## src/rtl/reorder_buffer.sv

```systemverilog
// reorder_buffer: in-order retirement buffer for the Tomasulo core and the
// sole writer of the architectural register file. Dispatch allocates entries
// at the tail, CDB broadcasts fill them by tag, and completed entries retire
// from the head at most one per cycle through the register-file write port.
// Optional feature macro: ROB_CDB_BYPASS_EN lets a not-yet-done head entry
// retire in the same cycle its CDB result arrives.
module reorder_buffer #(
  parameter int DEPTH = 8,
  parameter int TAG_W = $clog2(DEPTH)
) (
  input  logic             clk,
  input  logic             rst_n,
  input  logic             alloc_valid,
  output logic             alloc_ready,
  input  logic [4:0]       alloc_rd,
  output logic [TAG_W-1:0] alloc_tag,
  input  logic             cdb_valid,
  input  logic [TAG_W-1:0] cdb_tag,
  input  logic [31:0]      cdb_data,
  input  logic             flush,
  output logic             reg_write,
  output logic [4:0]       write_addr,
  output logic [31:0]      write_data,
  output logic             commit_valid,
  output logic [TAG_W:0]   count,
  output logic             empty
);

  localparam logic [TAG_W:0] FULL_CNT = DEPTH[TAG_W:0];

  // Control state (reset) and per-entry payload (not reset)
  logic [DEPTH-1:0] valid_q, valid_d;
  logic [DEPTH-1:0] done_q, done_d;
  logic [TAG_W-1:0] head_q, head_d;
  logic [TAG_W-1:0] tail_q, tail_d;
  logic [TAG_W:0]   count_q, count_d;
  logic [4:0]       rd_q    [DEPTH];
  logic [4:0]       rd_d    [DEPTH];
  logic [31:0]      value_q [DEPTH];
  logic [31:0]      value_d [DEPTH];

  logic        alloc_fire;
  logic        cdb_hit;
  logic        commit;
  logic [31:0] commit_value;
  logic [4:0]  head_rd;

  // Retirement decision and the value presented to the register file
  always_comb begin
    head_rd      = rd_q[head_q];
    alloc_fire   = alloc_valid && (count_q < FULL_CNT) && !flush;
    cdb_hit      = cdb_valid && valid_q[cdb_tag];
`ifdef ROB_CDB_BYPASS_EN
    // A head entry still waiting on its result can retire straight off the CDB.
    commit       = valid_q[head_q] && !flush &&
                   (done_q[head_q] || (cdb_valid && (cdb_tag == head_q)));
    commit_value = done_q[head_q] ? value_q[head_q] : cdb_data;
`else
    commit       = valid_q[head_q] && done_q[head_q] && !flush;
    commit_value = value_q[head_q];
`endif
  end

  // Register-file port and status outputs; address/data are zero unless writing
  always_comb begin
    commit_valid = commit;
    reg_write    = commit && (head_rd != 5'd0);
    write_addr   = reg_write ? head_rd : 5'd0;
    write_data   = reg_write ? commit_value : 32'd0;
    alloc_ready  = (count_q < FULL_CNT);
    alloc_tag    = tail_q;
    count        = count_q;
    empty        = (count_q == '0);
  end

  // Next-state: flush wins; otherwise CDB fill, head retire and tail allocate
  always_comb begin
    valid_d = valid_q;
    done_d  = done_q;
    head_d  = head_q;
    tail_d  = tail_q;
    count_d = count_q;
    rd_d    = rd_q;
    value_d = value_q;
    if (flush) begin
      valid_d = '0;
      done_d  = '0;
      head_d  = '0;
      tail_d  = '0;
      count_d = '0;
    end else begin
      // CDB on an invalid entry is dropped; on a done entry it overwrites.
      if (cdb_hit) begin
        done_d[cdb_tag]  = 1'b1;
        value_d[cdb_tag] = cdb_data;
      end
      // Retire after the fill so a same-edge CDB on the head cannot revive it.
      if (commit) begin
        valid_d[head_q] = 1'b0;
        done_d[head_q]  = 1'b0;
        head_d          = head_q + 1'b1;
      end
      // alloc_fire needs count < DEPTH, so the tail never lands on a live
      // entry, including the head being retired this same edge.
      if (alloc_fire) begin
        valid_d[tail_q] = 1'b1;
        done_d[tail_q]  = 1'b0;
        rd_d[tail_q]    = alloc_rd;
        tail_d          = tail_q + 1'b1;
      end
      case ({alloc_fire, commit})
        2'b10:   count_d = count_q + 1'b1;
        2'b01:   count_d = count_q - 1'b1;
        default: count_d = count_q;
      endcase
    end
  end

  // Control registers with asynchronous active-low reset
  always_ff @(posedge clk or negedge rst_n) begin
    if (!rst_n) begin
      valid_q <= '0;
      done_q  <= '0;
      head_q  <= '0;
      tail_q  <= '0;
      count_q <= '0;
    end else begin
      valid_q <= valid_d;
      done_q  <= done_d;
      head_q  <= head_d;
      tail_q  <= tail_d;
      count_q <= count_d;
    end
  end

  // Entry payload; only meaningful while the matching valid bit is set
  always_ff @(posedge clk) begin
    rd_q    <= rd_d;
    value_q <= value_d;
  end

endmodule

```

## config.mk

```make
export PLATFORM = sky130hd
export DESIGN_NAME = reorder_buffer
export DESIGN_NICKNAME = d
export VERILOG_FILES = /design/src/rtl/reorder_buffer.sv
export SDC_FILE = /design/constraint.sdc
export NUM_CORES = 1
export LEC_CHECK = 0
export BUFFER_PORTS_ARGS = -buffer_cell sky130_fd_sc_hd__buf_2
export CELL_PAD_IN_SITES_DETAIL_PLACEMENT = 1
export CELL_PAD_IN_SITES_GLOBAL_PLACEMENT = 2
export CORE_MARGIN = 5
export CORE_UTILIZATION = 50
export DETAILED_ROUTE_END_ITERATION = 12
export GPL_TIMING_DRIVEN = 0
export PLACE_DENSITY = 0.95
export REMOVE_ABC_BUFFERS = 1
export SYNTH_ARGS = -nofsm -noshare
export SYNTH_HDL_FRONTEND = slang
export SYNTH_SLANG_ARGS = --single-unit
```

## constraint.sdc

```tcl
create_clock -name clk -period 5.65 [get_ports clk]
set_clock_uncertainty 0.05 [all_clocks]
set_input_delay 0.565 -clock clk [delete_from_list [all_inputs] [get_ports clk]]
set_output_delay 0.565 -clock clk [all_outputs]
set_load 0.05 [all_outputs]
```

After elaboration in Yosys (flattened, before gate mapping)
Cells that the tools add are included.

Eq/ne operators: 2. Add/sub/neg operators: 4. Multiplexer cells: 42. Multipliers: 0. Shifts and indexed selects: 0. Bitwise gates (word level): 11. $lt $le $gt $ge: 12. Reductions and logical operators: 19. Divide/modulo/power cells: 0.

Operators with widths (count): 256-bit bitwise mux (1); 32-bit two-way mux (4); 32-bit binary-select mux with 3-bit select (1); 32-bit demux with 3-bit select (1); 8-bit two-way mux (10); 40-bit bitwise mux (1); 8-bit AND (3); 5-bit two-way mux (4); 8-bit NOT (2); 8-bit OR (2); 5-bit binary-select mux with 3-bit select (1); 5-bit demux with 3-bit select (1); 4-bit >= comparator (second input constant) (3); 3-bit by 4-bit < comparator with 1-bit output (second input constant) (3); 3-bit two-way mux (4); 3-bit NOT with 4-bit output (3); 1-bit logical AND (11); 1-bit binary-select mux with 3-bit select (3); 1-bit demux with 3-bit select (3); 3-bit by 1-bit >= comparator with 1-bit output (second input constant) (3); 4-bit by 1-bit < comparator with 1-bit output (second input constant) (2); 4-bit case mux with 2 select lines (1); 3-bit by 1-bit adder with 3-bit output (second input constant) (2); 1-bit two-way mux (6); 13 further kinds (15).

Register bits: 322. Bits in read-only memories: 0. Memories kept: 0. RAM bits: 0. Bits in latches: 0. Input port bits: 45.

Logic depth before layout (Yosys ltp)
Gate-level depths: netlist of the first run.

Depth after elaboration: 13. Mapped depth: 13. Depth with buffers taken out: 10.

Worst setup path after synthesis of the first run
Ideal clock, no wire load.

Path kind: input -> register. Start: input port cdb_tag[2]. End: register value_q[224] (netlist bit) (enable). Data required time: 5.139 ns. Slack: 1.721 ns. Buffers on the path: 0. Data arrival time: 3.418 ns. Cell stages on the path: 4. Cell sequence: mux4_2 > and3b_1 > nand2b_1 > nor3_1.

Word-level cells in the longest chain between the ends: 4.

RTL lines: start, declared (line 18) `input logic [TAG_W-1:0] cdb_tag,`; 1-bit binary-select mux with 3-bit select (line 52) `cdb_hit = cdb_valid && valid_q[cdb_tag];`; 1-bit two-way mux (implied by the code) (line 52); 1-bit logical AND (line 52); 2-bit AND reduction (no line); end signal, assigned (line 139) `value_q <= value_d;`; end, declared (line 39) `logic [31:0] value_q [DEPTH];`.

No other way between the ends. The select of a mux whose other input is x is not followed. A chain may end at the register's enable or synchronous reset.

Final worst setup path of the first run
Start: register head_q[0]. End: output port write_data[12].

Word-level cells in the longest chain between the ends: 7. Elaborated cells on any way between the ends: 16. Those cells by class: 11 x mux; 1 x bitwise; 4 x reduce/logical.

RTL lines: start, declared (line 34) `logic [TAG_W-1:0] head_q, head_d;`; start signal, assigned (line 124) `head_q <= '0;`; start signal, assigned (line 130) `head_q <= head_d;`; 3-bit NOT with 4-bit output (implied by the code) (line 50, 60); 5-bit binary-select mux with 3-bit select (line 50) `head_rd = rd_q[head_q];`; 5-bit two-way mux (implied by the code) (2 in series) (line 50); 5-bit nonzero test (line 67) `reg_write = commit && (head_rd != 5'd0);`; 1-bit logical AND (line 67); 32-bit two-way mux * (line 69) `write_data = reg_write ? commit_value : 32'd0;`; end, declared (line 23) `output logic [31:0] write_data,`.

Mark *: on every way between the ends. The rest lies on a longest branch, timed or not. The select of a mux whose other input is x is not followed.

==> impl_metrics.tcl, run 1 <==
set metrics [dict create \
    cp.depth 9 \
    drt_iter0_drc 565 \
    syn_area_per_cell_sq_um 20.1 \
    min_period_ps 4920 \
    seqPwrFrac 0.526 \
    required_ps 5040 \
    yosys.area_share.adder 0.00390 \
    period_share 0.871 \
    cp_cell_sequence "buf_16 > nand4bb_1 > a41oi_2 > o21ba_1 > or2_1 > clkinv_4 > nand2_4 > nor2_1 > buf_2" \
    hpwl_mm 18.3 \
    port_buffers 92 \
    die_w_um 170 \
    cp_num_buf_inv 3 \
    clkSinkCount 322 \
    overflow 0 \
    syn_inst 640 \
    grt_max_degree 50 \
    startpoint "head_q[0]" \
    grtUsageTotal 0.203 \
    hold_buffers 0 \
    cts_setup_buffers 0 \
    ys_warn_count 0 \
    switchingPower_uw 985 \
    num_vias 6554 \
    cp-end-kind "output port" \
    synth_top_family_by_area "multiplexers" \
    cts_tree "yes" \
    ir_drop_uv 277 \
    worstMarginPinSlew_ps 1300 \
    grt_pass1_wl_mm 44.3 \
    clk_latency_ps 520 \
    cts_made_buffers 35 \
    syn_area_sq_um 12800 \
    setup_viol 0 \
    nets 802 \
    finalPower_uw 4990 \
    antenna_found_initial 3 \
    rsz0062_at_grt "false" \
    crit_path_max_fanout 49 \
    final_cell_mix "edfxtp_1 (296), buf_2 (92), mux4_2 (78)" \
    crit_slowest_cell "dfrtp_4" \
    layout_commonest_cell "edfxtp_1" \
    power_density_nw_per_um2 331 \
    fmax_ghz 0.203 \
    power.internal_uw 4010 \
    cpPeakStageDelay_ps 960 \
    die_y_um 170 \
    switching_share 0.197 \
    synth_seq_cells 322 \
    outcome "finished, final reports clean" \
    drive_gt1_frac 0.341 \
    drt-wirelength-per-cell_um 25.7 \
    grt_pass1_vias 7260 \
    synth_mux_area_frac 0.166 \
    multi_input_area_sq_um 3160 \
    diodes 0 \
    cp.arrival_ps 4300 \
    slew-limit-headroom 0.124 \
    reg2reg_depth 11 \
    start_util 0.508 \
    crit_family "simple AND/OR/NAND/NOR gates" \
    synthSimpleGateAreaFrac 0.0451 \
    slew_viol_final 0 \
    coreArea_sq_um 25300 \
    worstSetupPathType "reg2out" \
    start_kind "flop" \
    gp_congestion 0.777 \
    placed_area_sq_um 13900 \
    area_growth_pct 17.5 \
    holdCritPathClass "in2async" \
    combPwrFrac 0.023 \
    synth_cell_types 48 \
    ys_seq_area_frac 0.743 \
    leakage_uw 0.00502 \
    via_per_inst 5.91 \
    final_hold_viol_count 0 \
    nFillCells 2185 \
    final.setup.tns_ps 0 \
    die_area_sq_um 29000 \
    drc 0 \
    wirelength_mm 28.5 \
    clkPwrFrac 0.451 \
    synth_compound_area_frac 0.0207 \
    cts_resized 0 \
    clk_pin_slew_ps 60 \
    fin_area_sq_um 15100 \
    drt_first_pass_iters 4 \
    num_rows 58 \
    io-pin-count 93 \
    seq_area_sq_um 9550 \
    postRouteAntennaNets 0 \
    maxCapViolCount 0 \
    synth-xor-area-share 0.00536 \
    r2r-start "head_q[0]" \
    root_buffer "clkbuf_16" \
    clk_path_buf_depth 3 \
    htreeDepth 2 \
    reg2reg_slack_ps 1640 \
]
==> metrics by stage <==
step / worst slack (ps) / instances / utilization / hold WS [ps]
global placement: -1900 / 1029 / 0.536 / 448
CTS: 544 / 1109 / 0.597 / 10.2
floorplan: -432 / 607 / - / 219
global route: 322 / 1109 / 0.597 / 51.4
detailed placement: 1100 / 1046 / 0.552 / 460
finish: 731 / 1109 / 0.597 / 11.3
==> power by group through the flow <==
stage | clock network, uW | registers, uW | logic (uW)
6_report | 2250 | 2630 | 117
3_3_place_gp | 0 | 2670 | 103
3_5_place_dp | 0 | 2670 | 117
2_1_floorplan | 0 | 2690 | 38.1
4_1_cts | 2290 | 2630 | 117
5_1_grt | 2440 | 2620 | 127
==> registers in the layout, summed over array words and instances (netlist names) <==
signal,flops
done_q,8
alloc_tag,3
rd_q,40
head_q,3
value_q,256
valid_q,8
count,4
==> per-layer routing <==
| metal | part of all wire | up-vias | track usage |
|---|---|---|---|
| met1 | 0.39 | 3468 | 0.262 |
| met2 | 0.53 | 204 | 0.356 |
| met5 | 0.0012 | - | 0 |
| met4 | 0.020 | 6 | 0.0552 |
| met3 | 0.061 | 54 | 0.0409 |
| li1 | - | 2822 | - |
==> logic make-up after synthesis <==
kind of cell,after synthesis
XOR/XNOR,7
AO/OA/AOI/OAI,39
adder cells (fa/ha/maj),4
multiplexers,116
buffers and inverters,37
flip-flops,322
AND/OR/NAND/NOR,115
==> final cells by class <==
cell class / count / share of cell area
clock buffer: 46 / 0.0621
clock inverter: 17 / 0.0140
inverter: 4 / 0.00133
multi-input combinational: 281 / 0.209
sequential: 322 / 0.633
tap: 330 / 0.0274
timing repair buffer: 109 / 0.0527
==> cells in the mapped netlist, drive strengths merged <==
master | number | area share
o21ai | 4 | 0.0016
nor4b | 1 | 0.00068
dfrtp | 26 | 0.051
nand3b | 1 | 0.00058
a21oi | 16 | 0.0062
and3b | 1 | 0.00068
o21ba | 1 | 0.00078
nand2b | 7 | 0.0034
a21o | 7 | 0.0041
nand4b | 2 | 0.0014
buf | 20 | 0.010
nand4 | 1 | 0.00049
nand4bb | 1 | 0.00088
xnor2 | 4 | 0.0033
ha | 4 | 0.0039
a31o | 1 | 0.00068
nor2b | 5 | 0.0024
nor4 | 2 | 0.00097
a211oi | 1 | 0.00058
a31oi | 3 | 0.0015
clkinv | 1 | 0.00068
inv | 3 | 0.00088
o41ai | 1 | 0.00068
or3 | 2 | 0.00097
mux2i | 38 | 0.030
nand3 | 2 | 0.00078
clkbuf | 13 | 0.0038
edfxtp | 296 | 0.69
mux4 | 78 | 0.14
a41oi | 1 | 0.0013
xor2 | 3 | 0.0020
a2111oi | 1 | 0.0012
o211ai | 1 | 0.00058
o41a | 1 | 0.00088
nor3 | 4 | 0.0016
a22o | 1 | 0.00068
nor3b | 7 | 0.0041
nor2 | 62 | 0.020
nand2 | 15 | 0.0050
and3 | 1 | 0.00049
or2 | 1 | 0.00049
==> final timing paths <==
path,endpoint
setup / recovery,write_data[12]
min in group clk,value_q[19]
hold / removal,count[0]
setup reg to reg,count[3]
max in group asynchronous,head_q[0]
hold reg to reg,valid_q[4]
Power figures use the tool's default switching activity.
==> run 2, diff against run 1 <==
--- a/config.mk
+++ b/config.mk
@@ -5,11 +5,12 @@
 export SDC_FILE = /design/constraint.sdc
 export NUM_CORES = 1
 export LEC_CHECK = 0
+export ABC_AREA = 1
 export BUFFER_PORTS_ARGS = -buffer_cell sky130_fd_sc_hd__buf_2
 export CELL_PAD_IN_SITES_DETAIL_PLACEMENT = 1
 export CELL_PAD_IN_SITES_GLOBAL_PLACEMENT = 2
 export CORE_MARGIN = 5
-export CORE_UTILIZATION = 50
+export CORE_UTILIZATION = 45
 export DETAILED_ROUTE_END_ITERATION = 12
 export GPL_TIMING_DRIVEN = 0
 export PLACE_DENSITY = 0.95
==> impl_metrics.tcl, run 2 <==
set metrics [dict create \
    clk_pin_slew_ps 60 \
    regMostFlops "value_q" \
    yosysTopAreaCell "edfxtp_1" \
    grt_max_degree 115 \
    num_vias 8876 \
    nets 1225 \
    leakage_uw 0.00594 \
    crit_slowest_cell "dfrtp_4" \
    die_y_um 181 \
    setup_slack_ps 933 \
    drt-wirelength-per-cell_um 22.8 \
    layout_commonest_cell "nand2_1" \
    overflow 0 \
    cp.arrival_ps 4100 \
    worstMarginPinSlew_ps 1030 \
    final_cell_mix "nand2_1 (323), edfxtp_1 (296), buf_2 (92)" \
    required_ps 5040 \
    setup_viol 0 \
    async_reset_ff_frac 0.0807 \
    synth-edff-count 296 \
    grtUsageTotal 0.217 \
    cp-end-kind "output port" \
    combPwrFrac 0.040 \
    area_growth_pct 17.1 \
    synth_cell_types 31 \
    drive_gt1_frac 0.178 \
    port_buffers 92 \
    ys_warn_count 0 \
    holdCritPathClass "in2async" \
    drt_first_pass_iters 4 \
    worstSetupPathType "reg2out" \
    min_period_ps 4720 \
    fmax_ghz 0.212 \
    cts_made_buffers 35 \
    slew-limit-headroom 0.307 \
    seqPwrFrac 0.525 \
    wirelength_mm 36.3 \
    slew_viol_final 0 \
    grt_pass1_wl_mm 55.0 \
    largest_reg_flops 256 \
    root_buffer "clkbuf_16" \
    clk_path_buf_depth 3 \
    grt_pass1_vias 9567 \
    power_density_nw_per_um2 326 \
    hpwl_mm 21.8 \
    syn_area_sq_um 13200 \
    dpl_worst_slack_ps 1400 \
    maxCapViolCount 0 \
    start_kind "flop" \
    clkSinkCount 322 \
    final_util 0.536 \
    die_w_um 181 \
    top_regs "value_q: 256 flops, rd_q: 40 flops" \
    drc 0 \
    yosys-top-cells-area "edfxtp_1 (68%), nand2_1 (9.2%), dfrtp_1 (4.9%)" \
    syn_inst 1079 \
    switchingPower_uw 1080 \
    power.internal_uw 3950 \
    htreeDepth 2 \
    antenna_found_initial 4 \
    cts_tree "yes" \
    cp_cell_sequence "inv_6 > buf_16 > o21ai_0 > o22ai_1 > nor2_1 > nand4_1 > nand2_4 > nor3_1 > buf_2" \
    placed_area_sq_um 14300 \
    die_area_sq_um 32800 \
    switching_share 0.214 \
    coreArea_sq_um 28800 \
    ys_seq_area_frac 0.725 \
    period_share 0.835 \
    synth_top_area_frac 0.675 \
    crit_path_max_fanout 114 \
    cts_resized 0 \
    hold_buffers 0 \
    synth_seq_cells 322 \
    syn_area_per_cell_sq_um 12.2 \
    cts_setup_buffers 0 \
    rsz0062_at_grt "false" \
    finalPower_uw 5030 \
    cpPeakStageDelay_ps 760 \
    postRouteAntennaNets 0 \
    via_per_inst 5.59 \
    outcome "finished, final reports clean" \
    dominantRegCellSynth "edfxtp_1" \
    drt_iter0_drc 689 \
    synth_common_cells "nand2_1 (324), edfxtp_1 (296), nand3_1 (82), nor2_1 (61), inv_1 (46)" \
    fin_area_sq_um 15400 \
    final.setup.tns_ps 0 \
    yosys.cell_count.top_type "nand2_1" \
    gp_congestion 0.791 \
    start_util 0.457 \
    num_rows 62 \
    final_hold_viol_count 0 \
    ir_drop_uv 174 \
    io-pin-count 93 \
    clk_latency_ps 520 \
    clkPwrFrac 0.436 \
]
==> run 2: cell types whose count changed after synthesis, moves of 24 or more <==
cell     delta
nand2_1   +310
nand3_1    +80
mux4_2     -78
inv_1      +44
mux2i_1    -38
a32o_1     +32
a21oi_1    +28
nor3_2     +26
o21ai_0    +25
buf_2      +24
==> run 2: metal layers <==
metal	vias to the layer above	GRT usage	wire length, um
met5	-	0	34
met4	4	0.0715	809
met3	58	0.0362	1520
met2	236	0.387	19400
met1	4552	0.271	14500
li1	4026	-	-
==> run 2: worst max-delay path: cells and delay by family (launching register included) <==
kind | cells | cell delay [ps]
DFF | 1 | 760
buffers and inverters | 3 | 1210
AOI/OAI and AO/OA | 2 | 390
and+or+nand+nor | 4 | 1160
==> run 2: final timing paths <==
path / start / end / slack, ps / cells after the start
max: head_q[0] / write_data[1] / 930 / 9
min: rst_n / count[0] / 40 / 1
max reg2reg: valid_q[7] / value_q[202] / 2220 / 10
min reg2reg: done_q[7] / done_q[7] / 480 / 2
max in group asynchronous: rst_n / head_q[0] / 5000 / 1
min in group clk: flush / valid_q[7] / 230 / 2
==> run 2: area by class of cell <==
type	count	area, sq um
Antenna cell	2	5.00
Multi-Input combinational cell	653	3240
Timing Repair Buffer	115	843
Tap cell	384	480
Clock buffer	45	945
Clock inverter	18	166
Sequential cell	322	9540
Fill cell	2967	13400
Inverter	49	189
==> run 2: through the flow <==
step           instances  hold slack, ps
3_5_place_dp        1523             471
5_1_grt             1588            57.9
4_1_cts             1586            22.4
2_1_floorplan       1024             219
3_3_place_gp        1500             458
6_report            1588            37.0
==> run 2: power by group through the flow <==
stage               clock (uW)  combinational, uW  sequential (uW)
global placement             0                187             2690
finish                    2190                199             2640
detailed placement           0                198             2690
CTS                       2230                200             2640
global route              2330                220             2640
floorplan                    0               78.5             2720
==> run 2: cells by family (layout without fill, tap and decap cells) <==
kind of cell / Yosys count / in the layout / share of synthesized area
adder cells (fa/ha/maj): 4 / 4 / 0.00380
AO/OA/AOI/OAI: 123 / 123 / 0.0608
flip-flops: 322 / 322 / 0.725
other: 0 / 2 / 0
buffers and inverters: 104 / 227 / 0.0350
AND/OR/NAND/NOR: 526 / 526 / 0.176
==> run 3, diff against run 2 <==
--- a/config.mk
+++ b/config.mk
@@ -10,10 +10,10 @@
 export CELL_PAD_IN_SITES_DETAIL_PLACEMENT = 1
 export CELL_PAD_IN_SITES_GLOBAL_PLACEMENT = 2
 export CORE_MARGIN = 5
-export CORE_UTILIZATION = 45
+export CORE_UTILIZATION = 37
 export DETAILED_ROUTE_END_ITERATION = 12
 export GPL_TIMING_DRIVEN = 0
-export PLACE_DENSITY = 0.95
+export PLACE_DENSITY = 0.87
 export REMOVE_ABC_BUFFERS = 1
 export SYNTH_ARGS = -nofsm -noshare
 export SYNTH_HDL_FRONTEND = slang
==> constraint.sdc (replaced) <==
create_clock -name clk -period 4.14 [get_ports clk]
set_clock_uncertainty 0.05 [all_clocks]
set_input_delay 0.414 -clock clk [delete_from_list [all_inputs] [get_ports clk]]
set_output_delay 0.414 -clock clk [all_outputs]
set_load 0.05 [all_outputs]
==> impl_metrics.tcl, run 3 (synthesis results as in run 2) <==
set metrics [dict create \
    gp_congestion 0.776 \
    r2r-start "valid_q[7]" \
    power.internal_uw 5340 \
    area_growth_pct 19.7 \
    hpwl_mm 21.2 \
    worstMarginPinSlew_ps 880 \
    drt_first_pass_iters 5 \
    fmax_ghz 0.258 \
    via_per_inst 5.29 \
    slew_viol_final 0 \
    die_y_um 199 \
    startpoint "head_q[0]" \
    postRouteAntennaNets 0 \
    grt_max_degree 56 \
    final.setup.tns_ps 0 \
    power_density_nw_per_um2 431 \
    layout_commonest_cell "nand2_1" \
    holdCritPathClass "in2reg" \
    switchingPower_uw 1450 \
    switching_share 0.213 \
    cts_tree "yes" \
    drc 0 \
    outcome "finished, final reports clean" \
    combPwrFrac 0.040 \
    seqPwrFrac 0.530 \
    regMostFlops "value_q" \
    cp.arrival_ps 3410 \
    min_period_ps 3870 \
    clk_latency_ps 490 \
    die_w_um 199 \
    die_area_sq_um 39400 \
    grtUsageTotal 0.183 \
    io-pin-count 93 \
    ir_drop_uv 378 \
    wirelength_mm 36.6 \
    maxCapViolCount 0 \
    min_from "flush" \
    drt-wirelength-per-cell_um 21.9 \
    overflow 0 \
    final_cell_mix "nand2_1 (323), edfxtp_1 (296), nand3_1 (82)" \
    clk_pin_slew_ps 60 \
    htreeDepth 2 \
    root_buffer "clkbuf_16" \
    clk_path_buf_depth 3 \
    nets 1237 \
    largest_reg_flops 256 \
    clkSinkCount 322 \
    leakage_uw 0.00604 \
    coreArea_sq_um 35300 \
    clkPwrFrac 0.429 \
    drt_iter0_drc 553 \
    antenna_found_initial 4 \
    crit_path_max_fanout 51 \
    num_rows 69 \
    required_ps 3680 \
    final_hold_viol_count 0 \
    start_util 0.373 \
    layout.cells.non_filler 1670 \
    place_inst 1601 \
    period_share 0.936 \
    setup_viol 0 \
    top_regs "value_q: 256 flops, rd_q: 40 flops" \
    cp-end-kind "output port" \
    port_buffers 92 \
    drive_gt1_frac 0.185 \
    num_vias 8826 \
    grt_pass1_wl_mm 55.1 \
    start_kind "flop" \
    grt_pass1_vias 9284 \
    cts_made_buffers 34 \
    rsz0062_at_grt "false" \
    slew-limit-headroom 0.412 \
    worstSetupPathType "reg2out" \
]
## run 3: cell types whose count changed in the layout (fill, tap and decap cells not counted), moves of 3 or more
cell / before / now
buf_4: 9 / 21
buf_2: 92 / 81
buf_12: 5 / 11
bufbuf_16: 0 / 4
nor3_2: 26 / 29
clkinv_2: 7 / 2
nor3_1: 18 / 14
buf_16: 7 / 4
## run 3: cell type report
class                      count  area (sq um)
sequential                   322          9540
inverter                      49           208
timing repair buffer         127          1080
clock buffer                  41           877
tap                          461           577
fill                        3700         19600
multi-input combinational    654          3300
antenna                        1          2.50
clock inverter                15           165
## run 3: what timing repair did
item / in CTS / in global routing
pin swaps: 2 / 0
hold endpoints to repair: 26 / 0
hold buffers: 1 / 0
buffers inserted: 6 / 0
gates cloned: 5 / 0
setup endpoints to repair: 39 / 12
gates resized for setup: 21 / 5
## run 3: final timing paths
path                            cells past startpoint  slack (ps)            end
worst max-delay path                               14         270  write_data[5]
worst min-delay path                                2          90     valid_q[7]
worst max register to register                      9        1060    value_q[67]
worst min register to register                      2         480      done_q[7]
max in group asynchronous                           2        3130      head_q[0]
min in group asynchronous                           2         430       count[0]
## run 3: stage by stage
step / total power [uW] / setup WS, ps / instance area, sq um / hold WS (ps) / util
after CTS: 6840 / 135 / 15700 / 68.6 / 0.446
after floorplan: 3820 / -3190 / 12900 / 68.4 / -
after global placement: 3930 / -7170 / 13900 / 417 / 0.394
final: 6790 / 266 / 15800 / 85.1 / 0.446
after global routing: 7010 / 56.9 / 15800 / 92.5 / 0.446
after detailed placement: 3940 / -624 / 14400 / 423 / 0.408
## run 3: critical path, cell delays in order (launching register included)
cell	delay (ps)
dfrtp_4	500
buf_16	190
buf_16	210
inv_16	180
buf_16	200
o21ai_0	90
o22ai_1	200
nor2_1	90
and2_1	180
nand4_1	70
buf_4	210
nand2_8	90
buf_4	170
nor3_2	220
buf_4	260
## run 3: per-layer routing
metal / global-route usage / vias up / wire length, um
met5: 0 / - / 34
met4: 0.0438 / 6 / 756
met3: 0.0290 / 67 / 1940
met2: 0.313 / 263 / 18200
met1: 0.245 / 4442 / 15700
li1: - / 4048 / -
## run 3: power groups by stage
stage | clock, uW | sequential [uW] | combinational (uW)
detailed placement | 0 | 3670 | 270
global route | 3110 | 3600 | 297
global placement | 0 | 3670 | 259
floorplan | 0 | 3710 | 107
CTS | 2970 | 3600 | 276
finish | 2910 | 3600 | 273
